--- src/rtl/reg_arb_pkg.sv ---
// Shared definitions for the round-robin register write arbiter.
// Holds the FSM state encoding, default sizing and a clog2 helper.
package reg_arb_pkg;

   localparam int unsigned DEF_N     = 4;
   localparam int unsigned DEF_WIDTH = 8;

   // Unused fourth encoding falls back to ST_IDLE in the FSM.
   typedef enum logic [1:0] {
      ST_IDLE  = 2'd0,
      ST_WRITE = 2'd1,
      ST_ACK   = 2'd2
   } state_e;

   // Ceiling log2, minimum 1 so index vectors are never zero width.
   function automatic int unsigned clog2(input int unsigned v);
      int unsigned r;
      r = 0;
      while ((32'd1 << r) < v) r++;
      if (r == 0) r = 1;
      return r;
   endfunction

endpackage

--- src/rtl/reg_write_arbiter_if.sv ---
// Requester-side bus of the register write arbiter.
// master: requesters (drive req/wdata/clear_req, observe gnt/ack/busy/q).
// slave : arbiter    (observe requests, drive gnt/ack/busy/q).
interface reg_write_arbiter_if
   import reg_arb_pkg::*;
#(
   parameter int unsigned N     = DEF_N,
   parameter int unsigned WIDTH = DEF_WIDTH
);

   logic [N-1:0]       req;
   logic [N*WIDTH-1:0] wdata;
   logic               clear_req;
   logic [N-1:0]       gnt;
   logic [N-1:0]       ack;
   logic               busy;
   logic [WIDTH-1:0]   q;

   modport master (output req, wdata, clear_req, input gnt, ack, busy, q);
   modport slave  (input req, wdata, clear_req, output gnt, ack, busy, q);

endinterface

--- src/rtl/rr_pick.sv ---
// Combinational round-robin picker.
// req     : request vector
// ptr     : search start index
// valid_c : any request set
// idx_c   : first set bit at or after ptr, wrapping modulo N
module rr_pick
   import reg_arb_pkg::*;
#(
   parameter  int unsigned N  = DEF_N,
   localparam int unsigned PW = clog2(N)
) (
   input  logic [N-1:0]  req,
   input  logic [PW-1:0] ptr,
   output logic          valid_c,
   output logic [PW-1:0] idx_c
);

   // Walk offsets from farthest to nearest so the nearest hit wins.
   always_comb begin
      valid_c = |req;
      idx_c   = '0;
      for (int k = int'(N) - 1; k >= 0; k--) begin
         for (int b = 0; b < int'(N); b++) begin
            if ((b == (int'(ptr) + k) % int'(N)) && req[b]) idx_c = PW'(b);
         end
      end
   end

endmodule

--- src/rtl/reg_write_arbiter.sv ---
// Round-robin write arbiter for a shared clearable data register.
// clk : system clock
// clr : asynchronous active-high reset
// bus : requester bus (req, wdata, clear_req in; gnt, ack, busy, q out)
module reg_write_arbiter
   import reg_arb_pkg::*;
#(
   parameter int unsigned N     = DEF_N,
   parameter int unsigned WIDTH = DEF_WIDTH
) (
   input  logic          clk,
   input  logic          clr,
   reg_write_arbiter_if.slave bus
);

   localparam int unsigned PW = clog2(N);

   state_e           state_q, state_d;
   logic [PW-1:0]    ptr_q, ptr_d;
   logic [PW-1:0]    gidx_q, gidx_d;
   logic [WIDTH-1:0] q_q, q_d;

   logic             pick_valid;
   logic [PW-1:0]    pick_idx;
   logic [WIDTH-1:0] wsel;
   logic [N-1:0]     gidx_oh;

   rr_pick #(.N(N)) u_pick (
      .req     (bus.req),
      .ptr     (ptr_q),
      .valid_c (pick_valid),
      .idx_c   (pick_idx)
   );

   // Write data mux and one-hot of the granted index.
   always_comb begin
      wsel    = '0;
      gidx_oh = '0;
      for (int i = 0; i < int'(N); i++) begin
         if (gidx_q == PW'(i)) begin
            wsel       = bus.wdata[i*WIDTH +: WIDTH];
            gidx_oh[i] = 1'b1;
         end
      end
   end

   // Next-state logic; clear requests are only honoured from IDLE.
   always_comb begin
      state_d = state_q;
      ptr_d   = ptr_q;
      gidx_d  = gidx_q;
      q_d     = q_q;
      case (state_q)
         ST_IDLE: begin
            if (bus.clear_req) begin
               q_d = '0;
            end else if (pick_valid) begin
               gidx_d  = pick_idx;
               state_d = ST_WRITE;
            end
         end
         ST_WRITE: begin
            q_d     = wsel;
            state_d = ST_ACK;
         end
         ST_ACK: begin
            ptr_d   = (gidx_q == PW'(N - 1)) ? '0 : gidx_q + PW'(1);
            state_d = ST_IDLE;
         end
         default: state_d = ST_IDLE;
      endcase
   end

   // State registers.
   always_ff @(posedge clk or posedge clr) begin
      if (clr) begin
         state_q <= ST_IDLE;
         ptr_q   <= '0;
         gidx_q  <= '0;
         q_q     <= '0;
      end else begin
         state_q <= state_d;
         ptr_q   <= ptr_d;
         gidx_q  <= gidx_d;
         q_q     <= q_d;
      end
   end

   // Outputs decode only registered state and gidx.
   assign bus.gnt  = (state_q == ST_WRITE || state_q == ST_ACK) ? gidx_oh : '0;
   assign bus.ack  = (state_q == ST_ACK) ? gidx_oh : '0;
   assign bus.busy = (state_q != ST_IDLE);
   assign bus.q    = q_q;

endmodule

--- src/flat_wrapper.sv ---
// flat-port wrapper written by rule: the top's interface ports become plain ports
module reg_write_arbiter_flat import reg_arb_pkg::*;
#(
   parameter int unsigned N     = DEF_N,
   parameter int unsigned WIDTH = DEF_WIDTH
)
  (clk, clr, bus_req, bus_wdata, bus_clear_req, bus_gnt, bus_ack, bus_busy, bus_q);
  reg_write_arbiter_if #(.N(N), .WIDTH(WIDTH)) bus_i ();
  input  logic clk;
  input  logic clr;
  input wire logic [$bits(bus_i.req)-1:0] bus_req;
  input wire logic [$bits(bus_i.wdata)-1:0] bus_wdata;
  input wire logic [$bits(bus_i.clear_req)-1:0] bus_clear_req;
  output wire logic [$bits(bus_i.gnt)-1:0] bus_gnt;
  output wire logic [$bits(bus_i.ack)-1:0] bus_ack;
  output wire logic [$bits(bus_i.busy)-1:0] bus_busy;
  output wire logic [$bits(bus_i.q)-1:0] bus_q;
  assign bus_i.req = bus_req;
  assign bus_i.wdata = bus_wdata;
  assign bus_i.clear_req = bus_clear_req;
  assign bus_gnt = bus_i.gnt;
  assign bus_ack = bus_i.ack;
  assign bus_busy = bus_i.busy;
  assign bus_q = bus_i.q;
  reg_write_arbiter #(.N(N), .WIDTH(WIDTH)) u_core (.clk(clk), .clr(clr), .bus(bus_i));
endmodule
--- config.mk ---
export PLATFORM = sky130hd
export DESIGN_NAME = reg_write_arbiter_flat
export DESIGN_NICKNAME = d
export VERILOG_FILES = /design/src/rtl/reg_arb_pkg.sv /design/src/rtl/reg_write_arbiter_if.sv /design/src/rtl/rr_pick.sv /design/src/rtl/reg_write_arbiter.sv /design/src/flat_wrapper.sv
export SDC_FILE = /design/constraint.sdc
export NUM_CORES = 1
export LEC_CHECK = 0
export ABC_CLOCK_PERIOD_IN_PS = 3100
export CAP_MARGIN = 20
export CORE_MARGIN = 5
export CORE_UTILIZATION = 42
export CTS_CLUSTER_DIAMETER = 100
export DETAILED_ROUTE_END_ITERATION = 10
export GPL_TIMING_DRIVEN = 0
export PLACE_DENSITY = 0.85
export SLEW_MARGIN = 15
export SYNTH_ARGS = -nofsm -noshare
export SYNTH_HDL_FRONTEND = slang
export SYNTH_HIERARCHICAL = 1
export SYNTH_SLANG_ARGS = --single-unit
--- constraint.sdc ---
create_clock -name clk -period 3.1 [get_ports clk]
set_input_delay 0.62 -clock clk [delete_from_list [all_inputs] [get_ports clk]]
set_output_delay 0.62 -clock clk [all_outputs]
set_load 0.02 [all_outputs]
## After elaboration in Yosys (flattened, before gate mapping)

Cells that the tools add are included.

- Register bits: 14
- Bits of input ports: 39
- Output and inout bits: 17

- $add $sub $neg: 4
- Equality and inequality tests: 20
- Muxes and demuxes: 31
- Bitwise operators: 4
- Reductions and logical operators: 30

Operator list:

| operator | number |
|---|---|
| $logic_not 32->1 | 3 |
| $mux 8 | 5 |
| $mux 2 | 17 |
| $eq 3x3->1 const A | 6 |
| $pmux 8 s2 | 1 |
| $logic_and 1x1->1 | 15 |
| $eq 2x3->1 const A | 3 |
| $mux 4 | 2 |
| $eq 2x2->1 const B | 3 |
| $reduce_or 2->1 | 3 |
| $mux 1 | 5 |
| $add 2x1->2 const B | 2 |
| $add 2x2->2 const B | 2 |
| $eq 2x1->1 const B | 2 |
| $eq 2x2->1 const A | 2 |
| $logic_not 2->1 | 2 |
| $ne 2x2->1 const B | 2 |
| $pmux 2 s2 | 1 |
| $reduce_and 2->1 | 2 |
| $reduce_bool 2->1 | 2 |
| $reduce_or 4->1 | 1 |
| $and 1x1->1 const A | 3 |
| $reduce_and 3->1 | 1 |
| $eq 1x2->1 const A | 1 |
| 3 further kinds | 3 |

## Logic depth before layout (Yosys ltp)

Gate-level depths: netlist of run 1.

- Word-level depth: 20
- Depth in mapped cells: 7

## Cells and area by module

The synthesis of run 1 kept the hierarchy.

By module, submodules not included:

| module | instances | cells an instance | area each (µm²) |
|---|---|---|---|
| reg_write_arbiter | 1 | 102 | 982.2 |
| rr_pick | 1 | 12 | 77.6 |

## Least setup slack after synthesis of run 1

Ideal clock, no wire load.

- Path type: in2reg
- Start point: in bus_req[1]
- End point: reg u_core.gidx_q[0]
- Setup time: 127 ps
- Data arrival time: 1673 ps
- Path slack: 1300 ps
- Stages on the path: 4
- Cell sequence: or4_1 -> nor2b_1 -> nand2_1 -> mux2_1

- Longest elaborated chain between the ends: 16
- Elaborated cells between the ends (all ways): 21
- Those cells by class: 15 x mux; 6 x reduce/logical

Ends and longest elaborated chain:

| item | RTL line | source |
|---|---|---|
| start: declaration | flat_wrapper.sv:11 | `input wire logic [$bits(bus_i.req)-1:0] bus_req;` |
| $logic_and 1x1->1 | rr_pick.sv:24 | `if ((b == (int'(ptr) + k) % int'(N)) && req[b]) idx_c = PW'(b);` |
| $mux 1 | rr_pick.sv:24 |  |
| $mux 2 (14 in a row) | rr_pick.sv:24 |  |
| end signal: assignment | reg_write_arbiter.sv:84 | `gidx_q <= gidx_d;` |
| end: declaration | reg_write_arbiter.sv:20 | `logic [PW-1:0] gidx_q, gidx_d;` |

Several ways; a longest one is shown, not always the timed one.
A chain may end at the register's enable or synchronous reset.

## Worst setup path in the final report of run 1

- Start point: reg u_core.gidx_q[0]
- End point: out bus_gnt[3]

- Longest elaborated chain between the ends: 3

Ends and longest elaborated chain:

| item | RTL line | source |
|---|---|---|
| $eq 2x2->1 | reg_write_arbiter.sv:40 | `if (gidx_q == PW'(i)) begin` |
| $mux 1 | reg_write_arbiter.sv:40 |  |
| $mux 4 | reg_write_arbiter.sv:90 | `assign bus.gnt = (state_q == ST_WRITE \|\| state_q == ST_ACK) ? gidx_oh : '0;` |
| end: declaration | flat_wrapper.sv:14 | `output wire logic [$bits(bus_i.gnt)-1:0] bus_gnt;` |

No other way between the ends.

==> impl_metrics.env, run 1 <==
export IMPL_status="finished, final reports clean"
export IMPL_grt_start_max_net_pins=15
export IMPL_min_delay_start="u_core/bus.q[3]"
export IMPL_fmax_ghz=0.346
export IMPL_hold_path_end="u_core/bus.q[3]"
export IMPL_tightest_slew_ps=684
export IMPL_cp_arrival_ps=2270
export IMPL_ir_drop_mv=0.542
export IMPL_yosys_area_share_adder=0.0826
export IMPL_yosysUniqueCellTypes=28
export IMPL_detail_route_iter0_violations=24
export IMPL_cts_tree="built"
export IMPL_post_route_period_util=0.932
export IMPL_synth_xor_area_share=0
export IMPL_ant_nets=0
export IMPL_firstDrtPassIters=4
export IMPL_slew_headroom=0.531
export IMPL_start_util=0.432
export IMPL_gp_congestion=0.849
export IMPL_drt_wl_total_mm=3.36
export IMPL_die_w_um=60.2
export IMPL_grt_usage=0.194
export IMPL_hpwlAfterDp_mm=2.68
export IMPL_htree_num_levels=1
export IMPL_clkLatencyLatePin_ps=290
export IMPL_crit_type="reg2out"
export IMPL_crit_fanout=10
export IMPL_fin_skew_ps=7.83
export IMPL_hold_path_depth=2
export IMPL_leakage_nw=0.775
export IMPL_powerDensity_nw_per_um2=802
export IMPL_cts_root_buf="clkbuf_4"
export IMPL_numClockSinks=14
export IMPL_worstRegToRegCells=6
export IMPL_die_h_um=60.2
export IMPL_grt_pass1_wl_mm=5.24
export IMPL_area_growth_pct=58.9
export IMPL_first_global_vias=1159
export IMPL_num_vias=1080
export IMPL_layout_cells_non_filler=203
export IMPL_reg2reg_from="u_core/gidx_q[0]"
export IMPL_wl_per_cell_um=16.5
export IMPL_cap_violations=0
export IMPL_synth_seq_cells=14
export IMPL_path_clk_slew_ps=90
export IMPL_grt_setup_unrepaired="false"
export IMPL_setup_viol=0
export IMPL_final_nets=220
export IMPL_antenna_cells=0
export IMPL_synthCells=114
export IMPL_overflow=0
export IMPL_cp_start_kind="flop"
export IMPL_routed_via_density=5.32
export IMPL_syn_nets=160
export IMPL_seq_area_frac_synth=0.331
export IMPL_mappedNetlistArea_um2=1060
export IMPL_fin_crit_ps=2890
export IMPL_hold_viol_final=0
export IMPL_timing_final_max_slew_violations=0
export IMPL_die_area_um2=3630
export IMPL_synthSimpleGateAreaFrac=0.251
export IMPL_post_cts_resized=0
export IMPL_r2r_end="u_core/bus.q[7]"
export IMPL_core_area_um2=2450
export IMPL_clock_path_buffers=2
export IMPL_cts_buffers=3
export IMPL_dp_cells=199
export IMPL_drc=0
export IMPL_io_pins=56
export IMPL_synth_top_family_by_area="simple AND/OR/NAND/NOR gates"
export IMPL_muxShareOfSynthArea=0.0519
export IMPL_holdBufCountCts=0
export IMPL_placementRows=18
export IMPL_port_buffers=55
export IMPL_crit_required_ps=2480
export IMPL_drive_gt1_frac=0.0694
export IMPL_yosysWarningCount=6
export IMPL_min_path_type="reg2reg"
export IMPL_fin_tns_setup_ps=0
export IMPL_worstSetupEndpointType="primary output"
export IMPL_post_cts_buffers=0
export IMPL_antenna_found_initial=0
export IMPL_synth_compound_area_frac=0.228
export IMPL_avgSynthCellArea_um2=9.30
export IMPL_ff2ff_setup_slack_ps=1310
cells in the final DEF, fill, tap and decap left out, types with 2 or more instances in the layout:
master / synthesis / routed
nand2_1: 9 / 9
nor2b_1: 9 / 9
and3b_1: 8 / 8
a21oi_1: 2 / 2
nor2_1: 3 / 3
o21ai_0: 2 / 2
o31ai_1: 9 / 9
ha_1: 7 / 7
a21o_1: 8 / 8
dfrtp_1: 14 / 14
a211oi_1: 9 / 9
clkbuf_4: 0 / 3
and2_1: 8 / 8
clkbuf_1: 2 / 2
inv_1: 7 / 7
buf_2: 2 / 2
mux2_1: 2 / 2
mux2_2: 2 / 2
clkdlybuf4s50_1: 0 / 55
layout make-up:
class / instances / area, um2
fillers: 196 / 771
multi-input cells: 87 / 651
repair buffers: 55 / 551
flip-flops and latches: 14 / 350
well taps: 30 / 37.5
clock buffers: 4 / 36.3
inverters: 8 / 30.0
plain buffers: 5 / 28.8
state kept, by name (all words and copies together) (netlist names):
signal and count:
u_core/bus.q 8, u_core/state_q 2, u_core/gidx_q 2, u_core/ptr_q 2
report_power, final:
group,total [mW],internal [mW],switching (mW)
Clock,0.135,0.0715,0.0636
Sequential,0.314,0.253,0.0613
Combinational,0.901,0.434,0.467
Total,1.35,0.758,0.592
synth_stat cells, drive strengths merged:
library cell | count | area (um2)
nand2 | 9 | 33.8
a22o | 1 | 8.76
a211oi | 10 | 80.1
a21o | 8 | 60.1
nor2b | 9 | 56.3
and2 | 8 | 50.1
ha | 7 | 87.6
clkbuf | 2 | 7.51
a21oi | 2 | 10.0
mux2i | 1 | 10.0
nor2 | 3 | 11.3
or4 | 1 | 7.51
dfrtp | 14 | 350
nor3b | 2 | 26.3
buf | 3 | 21.3
o21ai | 3 | 15.0
inv | 8 | 30.0
o31ai | 9 | 67.6
mux2 | 4 | 45.0
and3b | 8 | 70.1
nand2b | 1 | 6.26
nand3 | 1 | 5.00
per-layer routing:
metal | vias up | GRT usage | part of all wire
li1 | 524 | - | -
met1 | 505 | 0.236 | 0.42
met2 | 45 | 0.332 | 0.48
met3 | 6 | 0.0562 | 0.085
met4 | 0 | 0.0506 | 0.014
met5 | - | 0 | 0
cells by family (layout without fill, tap and decap cells):
family / after synthesis / count (layout)
simple gates: 42 / 42
flops: 14 / 14
buf+inv: 13 / 72
fa+ha+maj: 7 / 7
compound gates: 33 / 33
mux: 5 / 5
critical path, cell delays in order, from the launching register on:
cell and delay (ps):
dfrtp_1 450, ha_1 170, buf_2 210, clkbuf_1 350
and2_1 200, clkdlybuf4s50_1 610
per-stage QoR:
step | power (mW) | hold WS, ps | util | instance area (um2) | setup slack [ps]
after floorplan | 0.886 | 495 | - | 1060 | 1300
after global placement | 1.19 | 462 | 0.671 | 1650 | 602
after detailed placement | 1.22 | 480 | 0.671 | 1650 | 550
after CTS | 1.36 | 499 | 0.686 | 1680 | 207
after global routing | 1.45 | 537 | 0.686 | 1680 | 99.7
final | 1.35 | 491 | 0.686 | 1680 | 210
worst max-delay path by stage:
stage                     slack, ps               end        startpoint
after floorplan                1300  u_core/gidx_q[0]        bus_req[1]
after global placement          600        bus_gnt[3]  u_core/gidx_q[0]
after detailed placement        550        bus_gnt[3]  u_core/gidx_q[0]
after CTS                       210        bus_gnt[3]  u_core/gidx_q[0]
after global routing            100        bus_gnt[3]  u_core/gidx_q[0]
final                           210        bus_gnt[3]  u_core/gidx_q[0]
No activity file was read; power rests on OpenSTA's default activity.
==> run 2, diff against run 1 <==
==> constraint.sdc (replaced) <==
create_clock -name clk -period 3.1 [get_ports clk]
set_input_delay 0.93 -clock clk [delete_from_list [all_inputs] [get_ports clk]]
set_output_delay 0.93 -clock clk [all_outputs]
set_load 0.02 [all_outputs]
==> run 2 against run 1 <==
Effect of this change: critical path depth unchanged; non-clock buffer count shrank 1; largest power group unchanged; worst setup slack lost 49 ps; clock power about the same; final area rose by 0.15%; critical endpoint is now bus_ack[1]; flip-flop and latch count is the same.
==> impl_metrics.env, run 2 (synthesis results as in run 1) <==
export IMPL_status="finished, final reports clean"
export IMPL_first_global_vias=1158
export IMPL_firstDrtPassIters=4
export IMPL_grt_start_max_net_pins=20
export IMPL_layout_cells_non_filler=202
export IMPL_mostFrequentLayoutCell="clkdlybuf4s50_1"
export IMPL_min_path_type="reg2reg"
export IMPL_hpwlAfterDp_mm=2.68
export IMPL_post_cts_buffers=0
export IMPL_switchingPower_mw=0.590
export IMPL_drc=0
export IMPL_cp_start_kind="flop"
export IMPL_core_area_um2=2450
export IMPL_fin_crit_ps=2940
export IMPL_drive_gt1_frac=0.0756
export IMPL_overflow=0
export IMPL_setup_viol=0
export IMPL_timing_final_max_slew_violations=0
export IMPL_hold_viol_final=0
export IMPL_path_clk_slew_ps=80
export IMPL_fin_skew_ps=8.22
export IMPL_crit_fanout=10
export IMPL_cts_buffers=3
export IMPL_cap_violations=0
export IMPL_die_area_um2=3630
export IMPL_numClockSinks=14
export IMPL_post_route_period_util=0.948
export IMPL_dpl_cell_area_um2=1650
export IMPL_start_util=0.432
export IMPL_cts_tree="built"
export IMPL_routed_via_density=5.32
export IMPL_drt_wl_total_mm=3.33
export IMPL_worst_path_max_delay_cell="clkdlybuf4s50_1"
export IMPL_clock_path_buffers=2
export IMPL_dp_cells=199
export IMPL_critPathLaunch="u_core/gidx_q[1]"
export IMPL_p_clk_frac=0.100
export IMPL_r2r_end="u_core/bus.q[7]"
export IMPL_crit_required_ps=2170
export IMPL_tightest_slew_ps=685
export IMPL_area_growth_pct=59.2
export IMPL_total_power_mw=1.35
export IMPL_worstRegToRegCells=6
export IMPL_hold_ws_ps=491
export IMPL_grt_usage=0.193
export IMPL_final_cell_area_um2=1690
export IMPL_clkLatencyLatePin_ps=290
export IMPL_grt_setup_unrepaired="false"
export IMPL_antenna_found_initial=0
export IMPL_die_h_um=60.2
export IMPL_pwr_share_seq=0.234
export IMPL_final_nets=219
export IMPL_die_w_um=60.2
export IMPL_cp_arrival_ps=2010
export IMPL_wl_per_cell_um=16.5
export IMPL_port_buffers=55
export IMPL_fill_cells=196
export IMPL_gp_congestion=0.849
export IMPL_multi_input_area_um2=651
export IMPL_intPower_mw=0.757
export IMPL_antenna_cells=0
export IMPL_holdBufCountCts=0
export IMPL_cts_root_buf="clkbuf_4"
export IMPL_largest_reg_flops=8
export IMPL_final_cell_mix="clkdlybuf4s50_1 (53), dfrtp_1 (14)"
export IMPL_layout_area_seq_um2=350
export IMPL_crit_type="reg2out"
export IMPL_ir_drop_mv=0.549
export IMPL_grt_pass1_wl_mm=5.21
export IMPL_ant_nets=0
export IMPL_hold_path_depth=2
export IMPL_cp_cell_sequence="inv_1 > ha_1 > clkbuf_2 > and2_1 > clkdlybuf4s50_1"
export IMPL_leakage_nw=0.813
export IMPL_slew_headroom=0.531
export IMPL_worstSetupEndpointType="primary output"
export IMPL_switching_share=0.438
export IMPL_ff2ff_setup_slack_ps=1300
export IMPL_fmax_ghz=0.340
export IMPL_placementRows=18
export IMPL_cpPeakStageDelay_ps=610
export IMPL_htree_num_levels=1
export IMPL_io_pins=56
export IMPL_num_vias=1074
export IMPL_fin_tns_setup_ps=0
export IMPL_p_comb_frac=0.666
export IMPL_reg2reg_from="u_core/gidx_q[0]"
export IMPL_detail_route_iter0_violations=28
export IMPL_powerDensity_nw_per_um2=798
export IMPL_endpoint="bus_ack[1]"
run 2: changes by cell type in the layout (fill, tap and decap cells not counted), sizes merged:
| cell | change |
|---|---|
| clkbuf | -1 |
| clkdlybuf4s50 | -2 |
| dlymetal6s2s | +2 |
run 2: stage by stage:
step	util	setup WS, ps
detailed placement	0.671	240
CTS	0.685	32.3
finish	0.687	161
global placement	0.671	292
global route	0.687	71.1
floorplan	-	990
run 2: layout make-up:
cell class | instances | area share
Sequential cell | 14 | 0.208
Multi-Input combinational cell | 87 | 0.386
Clock buffer | 4 | 0.0215
Tap cell | 30 | 0.0223
Inverter | 8 | 0.0178
Timing Repair Buffer | 55 | 0.329
Buffer | 4 | 0.0156
run 2: worst min-delay path by stage:
stage,from,to,slack [ps]
2_1_floorplan,u_core/state_q[0],u_core/state_q[0],500
3_3_place_gp,u_core/bus.q[3],u_core/bus.q[3],460
3_5_place_dp,u_core/bus.q[0],u_core/bus.q[0],480
4_1_cts,u_core/bus.q[0],u_core/bus.q[0],500
5_1_grt,u_core/bus.q[5],u_core/bus.q[5],540
6_report,u_core/bus.q[3],u_core/bus.q[3],490
run 2: power by group through the flow:
stage	Combinational, mW	Sequential [mW]	Clock, mW
after CTS	0.900	0.314	0.139
after detailed placement	0.901	0.318	0
after global placement	0.876	0.312	0
after global routing	0.969	0.323	0.152
final	0.896	0.315	0.135
after floorplan	0.548	0.337	0
run 2: worst max-delay path: cells and delay by family, from the launching register on:
family                   cells  cell delay (ps)
adder cells (fa/ha/maj)      1              220
buffers and inverters        3              940
flip-flops                   1              430
AND/OR/NAND/NOR              1              140
run 2: repair_timing:
action	4_1_cts	5_1_grt
endpoints found under the setup margin	2	4
resized for setup	0	4
endpoints found under the hold margin	0	0
cloned	0	0
run 2: metal layers:
| metal | track usage | wire length [um] | up-vias |
|---|---|---|---|
| li1 | - | - | 523 |
| met1 | 0.234 | 1380 | 500 |
| met2 | 0.330 | 1620 | 45 |
| met3 | 0.0562 | 283 | 6 |
| met4 | 0.0506 | 48 | 0 |
| met5 | 0 | 0 | - |
